===== src/rtl/qlf_k6n10f_wide_add_pkg.sv =====
// ---------------------------------------------------------------------------
// qlf_k6n10f_wide_add_pkg
// Shared types for the wide add/sub scheduler:
//   state_t  - scheduler FSM state (IDLE -> RUN -> DONE -> IDLE)
//   req_id_t - requester index carried with each operation
//   idx_w()  - width of the word index counter for a given word count
// ---------------------------------------------------------------------------
package qlf_k6n10f_wide_add_pkg;

  typedef enum logic [1:0] {
    ST_IDLE = 2'd0,
    ST_RUN  = 2'd1,
    ST_DONE = 2'd2
  } state_t;

  typedef logic req_id_t;

  // $clog2 of the word count, kept at least 1 bit wide.
  function automatic int idx_w(input int num_words);
    return (num_words > 1) ? $clog2(num_words) : 1;
  endfunction

endpackage


===== src/rtl/qlf_k6n10f_word_adder.sv =====
// ---------------------------------------------------------------------------
// qlf_k6n10f_word_adder
// Combinational WORD_W-bit ripple carry slice: one full-adder carry cell per
// bit, chained LSB to MSB, mirroring one pass through a hard carry column.
// Ports:
//   cin     - carry into bit 0
//   a, b    - operand words
//   sum     - a + b + cin (mod 2^WORD_W)
//   cout    - carry out of the MSB
//   msb_cin - carry into the MSB (only with QLF_WIDE_ADD_SCHED_OVF_EN)
// ---------------------------------------------------------------------------
module qlf_k6n10f_word_adder #(
  parameter int WORD_W = 8
) (
  input  logic              cin,
  input  logic [WORD_W-1:0] a,
  input  logic [WORD_W-1:0] b,
  output logic [WORD_W-1:0] sum,
  output logic              cout
`ifdef QLF_WIDE_ADD_SCHED_OVF_EN
  ,
  output logic              msb_cin
`endif
);

  logic [WORD_W:0] w_c;

  assign w_c[0] = cin;

  for (genvar i = 0; i < WORD_W; i++) begin : g_cell
    assign sum[i]    = a[i] ^ b[i] ^ w_c[i];
    assign w_c[i+1]  = (a[i] & b[i]) | (w_c[i] & (a[i] ^ b[i]));
  end

  assign cout = w_c[WORD_W];

`ifdef QLF_WIDE_ADD_SCHED_OVF_EN
  assign msb_cin = w_c[WORD_W-1];
`endif

endmodule


===== src/rtl/qlf_k6n10f_wide_add_sched.sv =====
// ---------------------------------------------------------------------------
// qlf_k6n10f_wide_add_sched
// Shares one WORD_W-bit carry slice between two requesters, performing a
// DATA_W = WORD_W*NUM_WORDS add/sub one word per cycle, LSW first.
// Optional feature macro: QLF_WIDE_ADD_SCHED_OVF_EN adds rsp_ovf.
// Ports:
//   clk, reset                 - clock, async active-high reset
//   reqN_valid/ready/a/b/sub   - requester N operation (N = 0, 1)
//   rsp_valid/ready            - result handshake
//   rsp_id, rsp_y, rsp_co      - owner, result word, carry out of MSB
//   dbg_state                  - current FSM state
//   rsp_ovf                    - signed overflow (optional)
// Handshakes: a transfer happens on a rising edge where valid && ready are
// both high. reqN_ready is combinational and only high in IDLE for the
// granted requester; rsp_valid, once high, holds rsp_* stable until
// rsp_ready is seen.
// ---------------------------------------------------------------------------
module qlf_k6n10f_wide_add_sched
  import qlf_k6n10f_wide_add_pkg::*;
#(
  parameter  int WORD_W    = 8,
  parameter  int NUM_WORDS = 4,
  localparam int DATA_W    = WORD_W * NUM_WORDS
) (
  input  logic              clk,
  input  logic              reset,
  input  logic              req0_valid,
  output logic              req0_ready,
  input  logic [DATA_W-1:0] req0_a,
  input  logic [DATA_W-1:0] req0_b,
  input  logic              req0_sub,
  input  logic              req1_valid,
  output logic              req1_ready,
  input  logic [DATA_W-1:0] req1_a,
  input  logic [DATA_W-1:0] req1_b,
  input  logic              req1_sub,
  output logic              rsp_valid,
  input  logic              rsp_ready,
  output logic              rsp_id,
  output logic [DATA_W-1:0] rsp_y,
  output logic              rsp_co,
  output state_t            dbg_state
`ifdef QLF_WIDE_ADD_SCHED_OVF_EN
  ,
  output logic              rsp_ovf
`endif
);

  localparam int IDX_W = idx_w(NUM_WORDS);

  state_t              r_state;
  logic [DATA_W-1:0]   r_a;
  logic [DATA_W-1:0]   r_b;      // already inverted for subtract
  req_id_t             r_id;
  logic                r_carry;
  logic [IDX_W-1:0]    r_idx;
  logic                r_rr;     // 1 = requester 1 preferred on a tie
  logic                r_valid;
  logic [DATA_W-1:0]   r_y;
  logic                r_co;

  logic                w_idle;
  logic                w_grant0;
  logic                w_grant1;
  logic [DATA_W-1:0]   w_a;
  logic [DATA_W-1:0]   w_b;
  logic                w_sub;
  logic [WORD_W-1:0]   w_sum;
  logic                w_cout;
  logic                w_last;

  // Ready is gated by reset so no handshake can be seen while held in reset.
  assign w_idle   = (r_state == ST_IDLE) && !reset;
  assign w_grant1 = w_idle && req1_valid && (!req0_valid || r_rr);
  assign w_grant0 = w_idle && req0_valid && (!req1_valid || !r_rr);

  assign w_a   = w_grant1 ? req1_a   : req0_a;
  assign w_b   = w_grant1 ? req1_b   : req0_b;
  assign w_sub = w_grant1 ? req1_sub : req0_sub;

  assign w_last = (r_idx == IDX_W'(NUM_WORDS - 1));

`ifdef QLF_WIDE_ADD_SCHED_OVF_EN
  logic w_msb_cin;
  logic r_ovf;
`endif

  qlf_k6n10f_word_adder #(.WORD_W(WORD_W)) u_slice (
    .cin     (r_carry),
    .a       (r_a[r_idx*WORD_W +: WORD_W]),
    .b       (r_b[r_idx*WORD_W +: WORD_W]),
    .sum     (w_sum),
    .cout    (w_cout)
`ifdef QLF_WIDE_ADD_SCHED_OVF_EN
    ,
    .msb_cin (w_msb_cin)
`endif
  );

  always_ff @(posedge clk or posedge reset) begin
    if (reset) begin
      r_state <= ST_IDLE;
      r_a     <= '0;
      r_b     <= '0;
      r_id    <= 1'b0;
      r_carry <= 1'b0;
      r_idx   <= '0;
      r_rr    <= 1'b0;
      r_valid <= 1'b0;
      r_y     <= '0;
      r_co    <= 1'b0;
`ifdef QLF_WIDE_ADD_SCHED_OVF_EN
      r_ovf   <= 1'b0;
`endif
    end else begin
      unique case (r_state)
        ST_IDLE: begin
          if (w_grant0 || w_grant1) begin
            r_a     <= w_a;
            r_b     <= w_sub ? ~w_b : w_b;
            r_carry <= w_sub;   // A + ~B + 1 for subtract
            r_id    <= w_grant1;
            r_idx   <= '0;
            r_state <= ST_RUN;
            if (req0_valid && req1_valid) r_rr <= ~r_rr;
          end
        end
        ST_RUN: begin
          r_y[r_idx*WORD_W +: WORD_W] <= w_sum;
          r_carry <= w_cout;
          if (w_last) begin
            r_co    <= w_cout;
            r_valid <= 1'b1;
            r_state <= ST_DONE;
`ifdef QLF_WIDE_ADD_SCHED_OVF_EN
            r_ovf   <= w_msb_cin ^ w_cout;
`endif
          end else begin
            r_idx <= r_idx + IDX_W'(1);
          end
        end
        ST_DONE: begin
          if (rsp_ready) begin
            r_valid <= 1'b0;
            r_state <= ST_IDLE;
          end
        end
        default: r_state <= ST_IDLE;
      endcase
    end
  end

  assign req0_ready = w_grant0;
  assign req1_ready = w_grant1;
  assign rsp_valid  = r_valid;
  assign rsp_id     = r_id;
  assign rsp_y      = r_y;
  assign rsp_co     = r_co;
  assign dbg_state  = r_state;
`ifdef QLF_WIDE_ADD_SCHED_OVF_EN
  assign rsp_ovf    = r_ovf;
`endif

endmodule


===== config.mk =====
export PLATFORM = sky130hd
export DESIGN_NAME = qlf_k6n10f_wide_add_sched
export DESIGN_NICKNAME = d
export VERILOG_FILES = /design/src/rtl/qlf_k6n10f_wide_add_pkg.sv /design/src/rtl/qlf_k6n10f_word_adder.sv /design/src/rtl/qlf_k6n10f_wide_add_sched.sv
export SDC_FILE = /design/constraint.sdc
export NUM_CORES = 1
export LEC_CHECK = 0
export BUFFER_PORTS_ARGS = -buffer_cell sky130_fd_sc_hd__buf_2
export CORE_ASPECT_RATIO = 1.2
export CORE_MARGIN = 2
export CORE_UTILIZATION = 50
export CTS_CLUSTER_DIAMETER = 80
export DETAILED_ROUTE_END_ITERATION = 8
export GPL_ROUTABILITY_DRIVEN = 0
export PLACE_DENSITY = 0.76
export SLEW_MARGIN = 40
export SYNTH_ARGS = -nofsm -noshare
export SYNTH_HDL_FRONTEND = slang
export SYNTH_SLANG_ARGS = --single-unit

===== constraint.sdc =====
create_clock -name clk -period 5.35 [get_ports clk]
set_input_delay 0.2675 -clock clk [delete_from_list [all_inputs] [get_ports clk]]
set_output_delay 0.2675 -clock clk [all_outputs]
set_load 0.02 [all_outputs]

==> metrics, run 1 <==
Slew @ Worst Pin 0.795 ns; gr ovfl total 0; worst reg2reg path depth 16; CP Launch Type flip-flop; die width 108 um; Syn Nets 782; worst-path cell chain mux4_2, inv_1, fa_1, inv_1, fa_1, fa_1, inv_1, fa_1, fa_1, inv_1, fa_1, inv_1, fa_1, inv_1, fa_1, a22o_1; 1st-pass router iterations 5; htree depth 3; Rel. slew slack 0.470; Routed Antenna Nets 0; post-route cell area 7710 um2; Routed WL 18,900 um; WP data required 5.58 ns; initial antenna violation count 0; setup TNS 0 ns; crit-path max FO 12; Yosys top cell area share 0.402; met3 Usage GRT 0.0347; # setup viols final 0; launch point of the critical path r_idx[0]$_DFFE_PP0P_; clock buffer count from CTS 9; I/O pin total 174; Detail Placement HPWL 13,400 um; drt initial violations 546; TritonCTS clock tree yes; crit path buf inv count 6; Distinct cells, synth 43; # DRC 0; Max Fclk 230 MHz; Max Cap Viol 0; RSZ-0062 raised after global routing false; met2 usage 0.456; GRT Total Usage 0.271; element type at the critical path end flip-flop; # hold bufs at CTS 0; status finished clean; final setup skew 0.0105 ns; Yosys warning total 0; P&R area growth vs syn 17.9%; core box area 12,700 um2; Top cell by count, worst path fa_1; top-count cell post-synth dfrtp_1; vias in the first global route 5,735; fin crit share 0.814; Hold Vio Cnt, Final 0; routed via count 5,921; Tmin final 4.35 ns; cts repair resizes 0; num rows 45; synth cell count leaders 105 x dfrtp_1, 71 x o21ai_0, 65 x xor2_1, 64 x a31oi_1, 44 x clkbuf_1; largest net degree at the start of global routing 73; number of synthesized flops with an enable pin 0; Initial Util 0.514; Syn Area/Cell 10.3 um2; slowest CP cell dfrtp_1; FF-to-FF End rsp_y[31]$_DFFE_PP0P_; HP Class input port to async pin; top_reg_cell synth dfrtp_1; Crit Path Category flip-flop to flip-flop; FF-to-FF setup slack 1.0 ns; Clock Root Buffer clkbuf_16; asr flop ratio synth 1.00; Peak VDD IR 0.314 mV; first-pass GRT wire length 29,700 um; Synth Instances 633; Clock Sink Count 105; Worst-path clk slew 0.08 ns; mapped cell area 6540 um2; gr busiest metal met2; synth top area cells dfrtp_1 40%, xor2_1 8.7%, a31oi_1 6.1%; dpl cell area 7400 um2; fin nets 906; Crit path max-delay family adder cells; CP arrival 4.58 ns; IO buf count 173; sequential-to-total area share from yosys stat 0.402; WL/cell 20.4 um; clk buf depth 2; start of the worst register-to-register path r_idx[0]$_DFFE_PP0P_; final hold slack 0.0318 ns; met1 usage 0.357; Leak 0.00334 uW; number of vias per cell 6.39; setup bufs post-CTS 0; Pwr per Cell Area 581 nW/um2; share of layout cells above drive strength 1 0.339; die area 14,000 um2; n_diodes 0; Slew Viols, Final 0; area leader, netlist dfrtp_1; worst-skew pair later-pin latency 0.35 ns; Die Y-Extent 129 um; Largest stage delay, worst path 0.68 ns; Yosys reg bits 105
sequential cells by signal (all words and copies together) (netlist names):
signal / count
r_b: 32
r_rr: 1
dbg_state: 2
rsp_id: 1
rsp_y: 32
r_a: 32
rsp_valid: 1
rsp_co: 1
r_carry: 1
r_idx: 2
layout make-up:
class	count	area, um2
fillers	1082	5010
multi-input cells	432	3480
flip-flops and latches	105	2630
repair buffers	187	1010
clock buffers	10	229
well taps	164	205
inverters	22	85.1
clock inverters	6	75.1
metal layers:
layer,wire [um],part of all wire
met4,661,0.035
met5,0,0
met2,9310,0.49
met3,1170,0.062
met1,7700,0.41
cell families (layout without fill, tap and decap cells):
logic type               after synthesis  in the layout  synth area share
AO/OA/AOI/OAI                        207            207             0.204
XOR/XNOR                              65             65            0.0870
adder cells (fa/ha/maj)               14             14            0.0360
buffers and inverters                 96            225            0.0702
flip-flops                           105            105             0.402
multiplexers                          18             18            0.0583
AND/OR/NAND/NOR                      128            128             0.142
placed cells by master (no fill, tap or decap), types with 2 or more instances in the layout:
cell       instances
buf_4             13
dfrtp_1          105
nor4_2            30
mux4_2            16
nand3_1           35
buf_2            171
a22o_1            16
clkinv_4           2
o31ai_1           32
and3_1             2
o21ai_0           71
clkbuf_16          9
nor2_1             3
xor2_1            65
o2bb2ai_1         16
nor4bb_1           2
a31oi_1           64
nor4_1            35
inv_1             20
fa_1               8
nand2b_1           2
nand2_1            9
ha_1               6
worst max-delay path by stage:
stage | to | slack [ns] | depth (start not counted)
3_5_place_dp | rsp_y[31]$_DFFE_PP0P_ | 1.04 | 16
5_1_grt | rsp_y[23]$_DFFE_PP0P_ | 0.79 | 16
4_1_cts | rsp_y[31]$_DFFE_PP0P_ | 1.01 | 16
3_3_place_gp | rsp_y[15]$_DFFE_PP0P_ | 1.18 | 16
2_1_floorplan | rsp_y[15]$_DFFE_PP0P_ | 1.11 | 18
6_report | rsp_y[31]$_DFFE_PP0P_ | 1.0 | 16
worst register-to-register path, stage by stage, from the launching register on:
cell and delay [ns]:
dfrtp_1 0.68, mux4_2 0.58, inv_1 0.10, fa_1 0.18, inv_1 0.05, fa_1 0.38
fa_1 0.37, inv_1 0.08, fa_1 0.19, fa_1 0.17, inv_1 0.06, fa_1 0.37
inv_1 0.08, fa_1 0.16, inv_1 0.05, fa_1 0.50, a22o_1 0.23
report_power, final:
part | internal (uW) | total [uW] | switching, uW | leakage, uW
Clock | 370 | 678 | 308 | 0.000145
Combinational | 938 | 2350 | 1410 | 0.00188
Sequential | 1150 | 1450 | 302 | 0.00132
Total | 2460 | 4480 | 2020 | 0.00334
through the flow:
step	utilization	total power [uW]	worst slack, ns	instances
floorplan	-	3060	1.11	633
global placement	0.578	3660	1.18	908
detailed placement	0.581	3760	1.04	910
CTS	0.605	4450	1.01	926
global route	0.606	4750	0.790	926
finish	0.606	4480	0.998	926
No activity file was read; power rests on OpenSTA's default activity.
==> run 2: changes to the inputs <==
--- a/config.mk
+++ b/config.mk
@@ -5,6 +5,7 @@
 export SDC_FILE = /design/constraint.sdc
 export NUM_CORES = 1
 export LEC_CHECK = 0
+export ABC_AREA = 1
 export BUFFER_PORTS_ARGS = -buffer_cell sky130_fd_sc_hd__buf_2
 export CORE_ASPECT_RATIO = 1.2
 export CORE_MARGIN = 2
==> constraint.sdc (replaced) <==
create_clock -name clk -period 4.2 [get_ports clk]
set_input_delay 0.21 -clock clk [delete_from_list [all_inputs] [get_ports clk]]
set_output_delay 0.21 -clock clk [all_outputs]
set_load 0.02 [all_outputs]
==> metrics, run 2 <==
first-pass GRT wire length 29,200 um (was 29,700 um); TritonCTS clock tree yes (unchanged); most common cell after layout, fill and taps aside nand2_1 (was buf_2); core box area 12,700 um2 (unchanged); Detail Placement HPWL 13,000 um (was 13,400 um); Peak VDD IR 0.408 mV (was 0.314 mV); initial antenna violation count 0 (unchanged); Pwr per Cell Area 732 nW/um2 (was 581 nW/um2); top_reg_cell synth dfrtp_1 (unchanged); NetSw 2740 uW (was 2020 uW); Comb pwr share 0.536 (was 0.524); most frequent cells in the layout 337 x nand2_1, 173 x buf_2, 104 x dfrtp_1 (was 171 x buf_2, 105 x dfrtp_1, 71 x o21ai_0); CP Launch Type flip-flop (unchanged); crit-path max FO 6 (was 12); Routed Antenna Nets 0 (unchanged); htree depth 3 (unchanged); WP data required 4.42 ns (was 5.58 ns); area leader, netlist dfrtp_1 (unchanged); mapped cell area 6550 um2 (was 6540 um2); # setup viols final 0 (unchanged); fin crit share 0.940 (was 0.814); P&R area growth vs syn 19.2% (was 17.9%); CP arrival 4.17 ns (was 4.58 ns); asr flop ratio synth 1.00 (unchanged); worst-skew pair later-pin latency 0.35 ns (about the same); final setup skew 0.00889 ns (was 0.0105 ns); Max Cap Viol 0 (unchanged); Post-Layout Cell Count 1,264 (was 926); Slew @ Worst Pin 0.660 ns (was 0.795 ns); clock buffer count from CTS 9 (unchanged); RSZ-0062 raised after global routing false (unchanged); clk buf depth 2 (unchanged); Power Internal 2970 uW (was 2460 uW); Routed WL 17,800 um (was 18,900 um); share of layout cells above drive strength 1 0.209 (was 0.339); # DRC 0 (unchanged); Clock Sink Count 105 (unchanged); IO buf count 173 (unchanged); Net Sw Frac 0.480 (was 0.451); Tmin final 3.95 ns (was 4.35 ns); Total Power 5710 uW (was 4480 uW); synth top area cells dfrtp_1 40%, nand2_1 19%, nand3_1 6.7% (was dfrtp_1 40%, xor2_1 8.7%, a31oi_1 6.1%); fin nets 1,244 (was 906); violated checks hold timing; Distinct cells, synth 29 (was 43); largest net degree at the start of global routing 70 (was 73); Clock Root Buffer clkbuf_16 (unchanged); n_diodes 0 (unchanged); Yosys warning total 0 (unchanged); Synth Instances 953 (was 633); Crit Path Category flip-flop to flip-flop (unchanged); Initial Util 0.515 (was 0.514); synth cell count leaders 339 x nand2_1, 105 x dfrtp_1, 88 x nand3_1, 78 x inv_1, 66 x o21ai_1 (was 105 x dfrtp_1, 71 x o21ai_0, 65 x xor2_1, 64 x a31oi_1, 44 x clkbuf_1); routed via count 6,672 (was 5,921); die area 14,000 um2 (about the same); Slew Viols, Final 0 (unchanged); drt initial violations 500 (was 546); 1st-pass router iterations 5 (unchanged); sequential power share 0.312 (was 0.324); Die Y-Extent 129 um (about the same); HP Class input port to async pin (unchanged); GRT Total Usage 0.262 (was 0.271); num rows 45 (unchanged); number of vias per cell 5.28 (was 6.39); die width 108 um (about the same); Leak 0.00434 uW (was 0.00334 uW); Clock Power Share 0.152 (was 0.151); sequential-to-total area share from yosys stat 0.401 (was 0.402); top-count cell post-synth nand2_1 (was dfrtp_1); Cells after DPL 1,246 (was 910); element type at the critical path end flip-flop (unchanged); final hold slack -0.0455 ns (was 0.0318 ns); Worst-path clk slew 0.07 ns (was 0.08 ns); vias in the first global route 6,004 (was 5,735); Yosys top cell area share 0.401 (was 0.402); gr ovfl total 0 (unchanged); # hold bufs at CTS 0 (unchanged); Hold Vio Cnt, Final 57 (was 0); Rel. slew slack 0.559 (was 0.470); status finished, violations left (was finished clean); WL/cell 14.1 um (was 20.4 um); setup TNS 0 ns (unchanged); Yosys reg bits 105 (unchanged); number of synthesized flops with an enable pin 0 (unchanged); Syn Nets 1,102 (was 782); Max Fclk 253 MHz (was 230 MHz); I/O pin total 174 (unchanged); Syn Area/Cell 6.87 um2 (was 10.3 um2)
==> run 2: kinds of logic after synthesis <==
kind of cell / after synthesis / synth area share
adders and majority gates: 14 / 0.0359
buffers and inverters: 147 / 0.0932
and+or+nand+nor: 521 / 0.333
AOI/OAI and AO/OA: 164 / 0.134
DFF: 105 / 0.401
xor gates and xnor gates: 1 / 0.00134
muxes: 1 / 0.00172
==> run 2: layout make-up <==
class	instances	area (um2)
sequential	105	2630
fill	1248	4920
multi-input combinational	701	3320
tap	164	205
timing repair buffer	193	1010
clock buffer	9	225
clock inverter	7	85.1
inverter	85	324
==> run 2: what timing repair did <==
action / in CTS / in global routing
gates resized for setup: 0 / 3
setup buffers: 0 / 2
endpoints found under the setup margin: 0 / 5
hold endpoints to repair: 0 / 0
==> run 2: layer usage <==
| metal | vias up | GRT usage | routed length [um] |
|---|---|---|---|
| met5 | - | 0 | 0 |
| met4 | 0 | 0.0754 | 318 |
| met3 | 26 | 0.0317 | 895 |
| met2 | 223 | 0.438 | 8940 |
| met1 | 3067 | 0.359 | 7640 |
| li1 | 3356 | - | - |
==> run 2: final timing paths <==
path	slack (ns)	endpoint	cells past startpoint	start
worst max-delay path	0.25	rsp_y[31]$_DFFE_PP0P_	18	r_idx[0]$_DFFE_PP0P_
worst min register to register	0.48	r_b[13]$_DFFE_PP0P_	2	r_b[13]$_DFFE_PP0P_
max in group asynchronous	3.33	r_b[6]$_DFFE_PP0P_	3	reset
worst min-delay path	-0.05	dbg_state[0]$_DFFE_PP0P_	2	reset
worst max register to register	0.25	rsp_y[31]$_DFFE_PP0P_	18	r_idx[0]$_DFFE_PP0P_
min in group clk	0.06	dbg_state[1]$_DFFE_PP0P_	2	rsp_ready
==> run 2: critical path, cell delays in order (launching register included) <==
cell and delay [ns]:
dfrtp_2 0.44, inv_2 0.11, nand2_1 0.06, a32o_1 0.23, fa_1 0.36, inv_1 0.07
fa_1 0.18, fa_1 0.17, inv_1 0.05, fa_1 0.38, fa_1 0.38, inv_1 0.08
fa_1 0.17, inv_1 0.05, fa_1 0.35, inv_1 0.08, fa_1 0.45, nand2_1 0.11
o21ai_0 0.09
==> run 2: metrics by stage <==
stage	util	hold slack, ns	area [um2]	setup slack [ns]
2_1_floorplan	-	0.305	6550	0.0248
3_3_place_gp	0.588	0.429	7480	0.269
3_5_place_dp	0.588	0.422	7480	0.183
4_1_cts	0.612	0.0556	7790	0.131
5_1_grt	0.613	0.0260	7800	0.0169
6_report	0.613	-0.0455	7800	0.250
==> run 2: power groups by stage <==
stage / logic (uW) / clock network (uW) / registers [uW]
2_1_floorplan: 2030 / 0 / 1840
3_3_place_gp: 2960 / 0 / 1790
3_5_place_dp: 3010 / 0 / 1800
4_1_cts: 3050 / 881 / 1780
5_1_grt: 3480 / 923 / 1830
6_report: 3060 / 868 / 1780
==> run 3: changes to the inputs <==
--- a/config.mk
+++ b/config.mk
@@ -17,4 +17,5 @@
 export SLEW_MARGIN = 40
 export SYNTH_ARGS = -nofsm -noshare
 export SYNTH_HDL_FRONTEND = slang
+export SYNTH_HIERARCHICAL = 1
 export SYNTH_SLANG_ARGS = --single-unit
==> metrics, run 3 <==
Top cell by count, worst path fa_2 (was fa_1); top_reg_cell synth dfrtp_1 (unchanged); slowest CP cell dfrtp_2 (was fa_1); Initial Util 0.506 (was 0.515); # setup viols final 0 (unchanged); Crit path max-delay family adder cells (unchanged); core box area 13,100 um2 (was 12,700 um2); Distinct cells, synth 28 (was 29); Pwr per Cell Area 720 nW/um2 (was 732 nW/um2); WL/cell 13.9 um (was 14.1 um); area leader, netlist dfrtp_1 (unchanged); Rel. slew slack 0.464 (was 0.559); num rows 46 (was 45); # DRC 0 (unchanged); FF-to-FF End rsp_y[7]$_DFFE_PP0P_ (was rsp_y[31]$_DFFE_PP0P_); most frequent cells in the layout 354 x nand2_1, 173 x buf_2, 113 x nand3_1 (was 337 x nand2_1, 173 x buf_2, 104 x dfrtp_1); CP arrival 4.33 ns (was 4.17 ns); asr flop ratio synth 1.00 (unchanged); worst reg2reg path depth 18 (unchanged); number of synthesized flops with an enable pin 0 (unchanged); Leak 0.00440 uW (was 0.00434 uW); P&R area growth vs syn 19.6% (was 19.2%); Max Cap Viol 0 (unchanged); TritonCTS clock tree yes (unchanged); Yosys reg bits 105 (unchanged); Clock Root Buffer clkbuf_16 (unchanged); vias in the first global route 5,873 (was 6,004); area share of fa/ha/maj cells after synthesis 0.0356 (was 0.0359); 1st-pass router iterations 6 (was 5); die area 14,200 um2 (was 14,000 um2); Largest stage delay, worst path 0.45 ns (about the same); Yosys top cell area share 0.398 (was 0.401); clk buf depth 2 (unchanged); clock buffer count from CTS 9 (unchanged); Tmin final 4.05 ns (was 3.95 ns); Syn Area/Cell 6.88 um2 (was 6.87 um2); IO buf count 173 (unchanged); start of the worst register-to-register path r_idx[0]$_DFFE_PP0P_ (unchanged); CP Launch Type flip-flop (unchanged); Slew Viols, Final 0 (unchanged); hold worst-path end dbg_state[1]$_DFFE_PP0P_; Crit Path Category flip-flop to flip-flop (unchanged); final hold slack 0.0732 ns (was -0.0455 ns); FF-to-FF setup slack 0.15 ns (was 0.25 ns); Post-Synth Simple-Gate Area 0.351 (was 0.333); WP data required 4.48 ns (was 4.42 ns); Post-Layout Cell Count 1,279 (was 1,264); Max Fclk 247 MHz (was 253 MHz); fin crit share 0.964 (was 0.940); share of layout cells above drive strength 1 0.218 (was 0.209); Worst-path clk slew 0.07 ns (about the same); Detail Placement HPWL 12,700 um (was 13,000 um); # fillers 1,238 (was 1,248); status finished clean (was finished, violations left); Syn Nets 1,110 (was 1,102); setup TNS 0 ns (unchanged); Hold Path Stages 2; largest family of logic cells by synthesized area simple AND/OR/NAND/NOR gates (unchanged); Routed WL 17,700 um (was 17,800 um); I/O pin total 174 (unchanged); Slew @ Worst Pin 0.798 ns (was 0.660 ns); GRT Total Usage 0.250 (was 0.262); Peak VDD IR 0.467 mV (was 0.408 mV); worst-path cell chain inv_4, o21ai_2, o22ai_2, fa_2, inv_1, fa_1, inv_1, fa_2, fa_2, fa_2, fa_2, fa_2, inv_2, fa_1, inv_2, buf_4, nand3_1, nand2_1 (was inv_2, nand2_1, a32o_1, fa_1, inv_1, fa_1, fa_1, inv_1, fa_1, fa_1, inv_1, fa_1, inv_1, fa_1, inv_1, fa_1, nand2_1, o21ai_0); die width 109 um (was 108 um); htree depth 3 (unchanged); mux share of post-synthesis cell area 0.00170 (was 0.00172); crit path buf inv count 6 (unchanged); number of vias per cell 5.29 (was 5.28); initial antenna violation count 0 (unchanged); element type at the critical path end flip-flop (unchanged); most common cell after layout, fill and taps aside nand2_1 (unchanged); crit-path max FO 7 (was 6); Routed Antenna Nets 0 (unchanged); Hold Vio Cnt, Final 0 (was 57); sequential-to-total area share from yosys stat 0.398 (was 0.401); Clock Sink Count 105 (unchanged); HP Class input port to flip-flop (was input port to async pin); top-count cell post-synth nand2_1 (unchanged); n_diodes 0 (unchanged); synth top area cells dfrtp_1 40%, nand2_1 20%, nand3_1 8.6% (was dfrtp_1 40%, nand2_1 19%, nand3_1 6.7%); synth cell count leaders 354 x nand2_1, 114 x nand3_1, 105 x dfrtp_1, 82 x o21ai_0, 81 x inv_1 (was 339 x nand2_1, 105 x dfrtp_1, 88 x nand3_1, 78 x inv_1, 66 x o21ai_1); routed via count 6,772 (was 6,672); Yosys warning total 6 (was 0); post-synthesis compound-gate area fraction 0.112 (was 0.134); hold_sp rsp_ready; drt initial violations 540 (was 500); mapped cell area 6610 um2 (was 6550 um2); final setup skew 0.0110 ns (was 0.00889 ns); Die Y-Extent 130 um (was 129 um); Synth Area in XOR/XNOR 0.00133 (was 0.00134); worst-skew pair later-pin latency 0.35 ns (about the same); first-pass GRT wire length 28,200 um (was 29,200 um); Total Power 5690 uW (was 5710 uW); Cells after DPL 1,257 (was 1,246); fin nets 1,255 (was 1,244); Synth Instances 961 (was 953); largest net degree at the start of global routing 92 (was 70); gr ovfl total 0 (unchanged)
## run 3: through the flow
step	utilization	area (um2)	setup WS, ns
after global routing	0.605	7900	-0.0146
after CTS	0.597	7800	0.0301
after global placement	0.573	7480	0.0356
final	0.605	7900	0.150
after floorplan	-	6640	0.0100
after detailed placement	0.575	7510	-0.00404
## run 3: layout make-up
cell class / instances / area, um2 / area share
inverters: 87 / 332 / 0.0420
well taps: 168 / 210 / 0.0266
clock inverters: 6 / 41.3 / 0.00522
multi-input cells: 708 / 3370 / 0.426
flip-flops and latches: 105 / 2630 / 0.333
repair buffers: 195 / 1080 / 0.137
clock buffers: 10 / 239 / 0.0302
## run 3: cell families (layout without fill, tap and decap cells)
| kind of cell | Yosys count | after routing |
|---|---|---|
| flip-flops | 105 | 105 |
| XOR/XNOR | 1 | 1 |
| AO/OA/AOI/OAI | 133 | 133 |
| adder cells (fa/ha/maj) | 14 | 14 |
| multiplexers | 1 | 1 |
| AND/OR/NAND/NOR | 559 | 559 |
| buffers and inverters | 148 | 298 |
## run 3: timing repair
action,in CTS,in global routing
endpoints found under the setup margin,2,4
setup buffers,0,4
pin swaps,0,5
hold buffers,1,0
gates resized for setup,1,16
hold endpoints to repair,23,0
## run 3: worst max-delay path by stage
stage	from	to	slack (ns)	cells past startpoint
floorplan	r_idx[0]$_DFFE_PP0P_	rsp_y[31]$_DFFE_PP0P_	0.01	18
global placement	r_idx[0]$_DFFE_PP0P_	rsp_y[31]$_DFFE_PP0P_	0.04	17
detailed placement	r_idx[0]$_DFFE_PP0P_	rsp_y[31]$_DFFE_PP0P_	-0.004	17
CTS	r_idx[1]$_DFFE_PP0P_	rsp_y[31]$_DFFE_PP0P_	0.03	17
global route	r_idx[0]$_DFFE_PP0P_	rsp_y[15]$_DFFE_PP0P_	-0.01	17
finish	r_idx[0]$_DFFE_PP0P_	rsp_y[7]$_DFFE_PP0P_	0.15	18
## run 3: report_power, final
group | switching (uW) | internal [uW]
Combinational | 1980 | 1120
Clock | 372 | 418
Sequential | 321 | 1470
## run 3: metal layers
layer | GRT usage | part of all wire | wire (um) | vias to the layer above
met5 | 0 | 0 | 0 | -
met3 | 0.0255 | 0.055 | 973 | 26
li1 | - | - | - | 3369
met4 | 0.0875 | 0.015 | 273 | 0
met2 | 0.405 | 0.50 | 8910 | 232
met1 | 0.349 | 0.43 | 7590 | 3145
